<file path="src/rtl/gpu_vec_core.sv">
// gpu_vec_core: vector register file with a lane-serial ALU
// behind a single-master stb/ack command port.
`timescale 1ns/1ps
module gpu_vec_core #(
  parameter int LANES  = 4,
  parameter int LANE_W = 16,
  parameter int NREGS  = 16,
  localparam int DATA_W = LANES * LANE_W,
  localparam int RAW    = $clog2(NREGS)
) (
  input  logic              clk,
  input  logic              rst_n,
  input  logic [31:0]       command,
  input  logic [DATA_W-1:0] data_in,
  output logic [DATA_W-1:0] data_out,
  input  logic              stb,
  output logic              ack,
  output logic              err
);

  localparam int LCW = (LANES > 1) ? $clog2(LANES) : 1;

  localparam logic [3:0] OP_READ = 4'd0;
  localparam logic [3:0] OP_ADD  = 4'd2;
  localparam logic [3:0] OP_SUB  = 4'd3;
  localparam logic [3:0] OP_MUL  = 4'd4;
  localparam logic [3:0] OP_AND  = 4'd5;
  localparam logic [3:0] OP_OR   = 4'd6;
  localparam logic [3:0] OP_XOR  = 4'd7;

  typedef enum logic [1:0] {
    IDLE,
    EXEC,
    DONE
  } state_t;

  state_t state_q, state_d;

  logic [DATA_W-1:0] regs [NREGS];
  logic [DATA_W-1:0] op_a, op_b, res_q;
  logic [3:0]        op_q;
  logic [RAW-1:0]    dst_q;
  logic              sat_q;
  logic [LCW-1:0]    lane_q;

  logic [3:0]        cmd_op;
  logic              cmd_alu;
  logic              lane_last;
  logic              unused_cmd;

  logic [LANE_W-1:0]   la, lb, lr;
  logic [LANE_W:0]     sum, dif;
  logic [2*LANE_W-1:0] prd;

  assign cmd_op     = command[15:12];
  assign cmd_alu    = (cmd_op >= OP_ADD) && (cmd_op <= OP_XOR);
  assign lane_last  = (lane_q == LCW'(LANES - 1));
  assign unused_cmd = ^command;

  assign ack = (state_q == DONE);
  assign err = ack && op_q[3];

  // One lane of the ALU; the lane counter selects the slice.
  always_comb begin
    la  = op_a[lane_q*LANE_W +: LANE_W];
    lb  = op_b[lane_q*LANE_W +: LANE_W];
    sum = {1'b0, la} + {1'b0, lb};
    dif = {1'b0, la} - {1'b0, lb};
    prd = {{LANE_W{1'b0}}, la} * {{LANE_W{1'b0}}, lb};
    lr  = '0;
    unique case (1'b1)
      (op_q == OP_ADD):
        lr = (sat_q && sum[LANE_W]) ? '1 : sum[LANE_W-1:0];
      (op_q == OP_SUB):
        lr = (sat_q && dif[LANE_W]) ? '0 : dif[LANE_W-1:0];
      (op_q == OP_MUL):
        lr = (sat_q && |prd[2*LANE_W-1:LANE_W]) ? '1
                                               : prd[LANE_W-1:0];
      (op_q == OP_AND): lr = la & lb;
      (op_q == OP_OR):  lr = la | lb;
      (op_q == OP_XOR): lr = la ^ lb;
      default:          lr = '0;
    endcase
  end

  always_comb begin
    state_d = state_q;
    unique case (state_q)
      IDLE: if (stb) state_d = cmd_alu ? EXEC : DONE;
      EXEC: if (lane_last) state_d = DONE;
      DONE: state_d = IDLE;
      default: state_d = IDLE;
    endcase
  end

  always_ff @(posedge clk or negedge rst_n) begin
    if (!rst_n) state_q <= IDLE;
    else        state_q <= state_d;
  end

  // LOAD payload rides in res_q so the commit path is shared.
  always_ff @(posedge clk or negedge rst_n) begin
    if (!rst_n) begin
      op_q     <= '0;
      dst_q    <= '0;
      sat_q    <= 1'b0;
      op_a     <= '0;
      op_b     <= '0;
      res_q    <= '0;
      lane_q   <= '0;
      data_out <= '0;
      for (int i = 0; i < NREGS; i++) regs[i] <= '0;
    end else begin
      case (state_q)
        IDLE: if (stb) begin
          op_q   <= cmd_op;
          dst_q  <= command[8 +: RAW];
          sat_q  <= command[16];
          op_a   <= regs[command[4 +: RAW]];
          op_b   <= regs[command[0 +: RAW]];
          lane_q <= '0;
          res_q  <= data_in;
        end
        EXEC: begin
          res_q[lane_q*LANE_W +: LANE_W] <= lr;
          lane_q <= lane_q + LCW'(1);
        end
        DONE: begin
          if (op_q == OP_READ)
            data_out <= op_a;
          else if (!op_q[3])
            regs[dst_q] <= res_q;
        end
        default: ;
      endcase
    end
  end

endmodule

</file>
<file path="config.mk">
export PLATFORM = sky130hd
export DESIGN_NAME = gpu_vec_core
export DESIGN_NICKNAME = d
export VERILOG_FILES = /design/src/rtl/gpu_vec_core.sv
export SDC_FILE = /design/constraint.sdc
export NUM_CORES = 2
export LEC_CHECK = 0
export BUFFER_PORTS_ARGS = -buffer_cell sky130_fd_sc_hd__buf_2
export CORE_MARGIN = 10
export CORE_UTILIZATION = 40
export DETAILED_ROUTE_END_ITERATION = 6
export PLACE_DENSITY = 0.57
export SLEW_MARGIN = 20
export SYNTH_ARGS = -nofsm -noshare
export SYNTH_HDL_FRONTEND = slang
export SYNTH_SLANG_ARGS = --single-unit
</file>
<file path="constraint.sdc">
create_clock -name clk -period 10.3 [get_ports clk]
set_input_delay 0.515 -clock clk [delete_from_list [all_inputs] [get_ports clk]]
set_output_delay 0.515 -clock clk [all_outputs]
set_load 0.03 [all_outputs]
</file>
==> flow_metrics.env <==
export IMPL_first_iter_violations=4119
export IMPL_cts_buffers=135
export IMPL_p_leak_nw=38.61
export IMPL_cts_tree="yes"
export IMPL_holdBufCountCts=8
export IMPL_h_tree_depth=4
export IMPL_ys_types=84
export IMPL_setup_viol_count_final=0
export IMPL_hp_start="command[15]"
export IMPL_clock_skew_ns=0.03195
export IMPL_r2r_start="lane_q[0]"
export IMPL_cts_resized=0
export IMPL_initial_core_util_pct=40.10
export IMPL_power_mw=22.13
export IMPL_fin_area_um2=83250
export IMPL_finalMaxSlewViolations=0
export IMPL_setup_tns_final_ns=0
export IMPL_worstPathMaxFanout=29
export IMPL_drt_total_wl_um=242200
export IMPL_fin_cells=8079
export IMPL_syn_area_per_cell_um2=13.67
export IMPL_synth_warnings=0
export IMPL_clk_insertion_delay_late_ns=0.79
export IMPL_dpl_hpwl_um=151900
export IMPL_synth_seq_cells=1293
export IMPL_grt_first_pass_wirelength_um=355700
export IMPL_drc_errors=0
export IMPL_io_pins=165
export IMPL_grt_usage_pct=23.37
export IMPL_viasPerCell=5.988
export IMPL_crit_arrival_ns=10.25
export IMPL_p_per_area_nw_per_um2=265.8
export IMPL_worstSetupPathType="flip-flop to flip-flop"
export IMPL_wl_per_cell_um=29.98
export IMPL_final_util_pct=44.42
export IMPL_place_gp_congestion=0.8927
export IMPL_end_kind="flip-flop"
export IMPL_die_height_um=453.4
export IMPL_final_common_cell="dfrtp_1"
export IMPL_hp_class="input port to flip-flop"
export IMPL_synth_main_ff_cell="dfrtp_1"
export IMPL_rows=159
export IMPL_rsz0062_at_grt="no"
export IMPL_drive_gt1_share_pct=41.19
export IMPL_numClockSinks=1293
export IMPL_synth_top_area_cell="dfrtp_1"
export IMPL_synth_cell_area_um2=75150
export IMPL_synth_nets=5949
export IMPL_antenna_found_initial=10
export IMPL_die_x_um=453.4
export IMPL_max_freq_mhz=104.2
export IMPL_required_ns=10.95
export IMPL_ir_drop_v=0.0002397
export IMPL_drtPass1Iterations=5
export IMPL_max_slew_margin_rel_pct=23.86
export IMPL_rrSetupSlack_ns=0.70
export IMPL_io_buffers=149
export IMPL_grt_overflow=0
export IMPL_syn_inst=5498
export IMPL_crit_start="lane_q[0]"
export IMPL_async_flop_share_pct=100.0
export IMPL_cts_root_buf="clkbuf_16"
export IMPL_area_growth_pct=10.78
export IMPL_ant_nets=0
export IMPL_finalHoldViolCount=0
export IMPL_design_core_area_um2=187400
export IMPL_status="finished, final reports clean"
export IMPL_synthTopCellsByArea="dfrtp_1 43%, mux4_2 20%, mux2_2 17%, fa_1 5.2%, nand2_1 3.1%"
export IMPL_seq_area_frac_synth_pct=43.06
export IMPL_dp_cells=7832
export IMPL_worst_pin_slew_ns=1.138
export IMPL_dpl_cell_area_um2=78670
export IMPL_critPathLaunchType="flip-flop"
export IMPL_dieArea_um2=205600
export IMPL_layout_common_cells="1,291 x dfrtp_1, 1,114 x mux2_2, 655 x mux4_2, 622 x nand2_1, 254 x inv_1"
export IMPL_finalCritPeriodShare_pct=93.21
export IMPL_clockBufferDepth=3
export IMPL_grt_max_degree=174
export IMPL_drv_cap=0
export IMPL_synth_edf_count=0
export IMPL_postCtsSetupBuffers=0
export IMPL_yosys_area_top_type_share_pct=43.06
export IMPL_num_vias=48380
export IMPL_fillers=17030
export IMPL_final_nets=5933
export IMPL_fin_crit_ns=9.601
export IMPL_grt_pass1_vias=49994
export IMPL_cts_clk_slew_worst_paths_ns=0.07
[final timing paths]
path | to | cells after the start
max reg2reg | res_q[52] | 27
min | op_q[3] | 3
min reg2reg | op_b[20] | 2
min in group asynchronous | regs[822] | 2
max | res_q[52] | 27
max in group asynchronous | regs[479] | 4
[where the power goes]
part           switching (mW)  internal (mW)
logic                    4.95           3.96
registers                1.68           6.53
clock network            2.10           2.90
total                    8.73           13.4
[per-layer routing]
metal  global-route usage [%]  share of wire, %
met4                    12.19               5.8
met3                    4.222               6.1
met1                    29.88                40
met5                        0             0.021
met2                    37.99                48
[area by class of cell]
| type | count | area, um2 | area share, % |
|---|---|---|---|
| multi-input cells | 3504 | 40360 | 48.49 |
| repair buffers | 277 | 1899 | 2.282 |
| well taps | 2495 | 3122 | 3.750 |
| flip-flops and latches | 1293 | 32360 | 38.87 |
| clock inverters | 37 | 462.9 | 0.5561 |
| diodes | 3 | 7.507 | 0.009018 |
| inverters | 271 | 1017 | 1.222 |
| clock buffers | 199 | 4015 | 4.823 |
[state kept, by name, indices dropped and copies added (netlist names)]
signal,cells
state_q,2
op_b,64
data_out,64
op_a,64
sat_q,1
lane_q,2
dst_q,4
regs,1024
op_q,4
res_q,64
[through the flow]
stage / setup WS [ns] / hold slack (ns)
2_1_floorplan: 1.676 / 0.2194
3_3_place_gp: 0.8723 / 0.4544
3_5_place_dp: 0.8343 / 0.4583
4_1_cts: 0.8342 / 0.02089
5_1_grt: 0.4786 / 0.05652
6_report: 0.6993 / 0.05138
[cell families after synthesis]
group | share of synthesized area [%]
XOR/XNOR | 0.4079
buffers and inverters | 3.511
flip-flops | 43.06
AO/OA/AOI/OAI | 3.118
adder cells (fa/ha/maj) | 7.819
multiplexers | 36.67
AND/OR/NAND/NOR | 5.419
[Yosys cell counts, drive strengths merged (5+ instances only)]
cell and n:
o2111ai 8, xnor2 27, mux2i 26, o221ai 5
a211oi 9, clkbuf 372, nand2b 10, nor3 13
nor2 180, mux2 1114, or2 5, a21o 11
o311ai 5, nand3 30, clkinv 15, a31oi 8
xor2 8, mux4 655, o31ai 5, nand2 625
nand4 8, a221o 38, buf 58, and3 65
o21ai 106, or3 7, fa 196, inv 256
o21a 11, o22ai 6, ha 156, a21oi 93
dfrtp 1293, o211ai 9, nor2b 7
[worst max-delay path: stages, from the launching register on]
cell and delay (ns):
dfrtp_4 0.89, buf_4 0.37, mux2_2 0.38, o21ai_1 0.34
inv_1 0.21, ha_1 0.33, fa_1 0.51, inv_1 0.05
fa_1 0.51, inv_1 0.07, fa_1 0.48, fa_1 0.50
fa_1 0.49, inv_1 0.05, fa_1 0.48, inv_1 0.04
ha_1 0.34, a21oi_2 0.22, and2b_1 0.21, a211oi_1 0.70
a211o_1 0.23, nand2_1 0.06, xor2_1 0.15, a2111oi_2 0.47
a31o_2 0.50, o2111ai_1 0.22, buf_4 0.27, a221o_1 0.33
(Power assumes the default switching activity.)
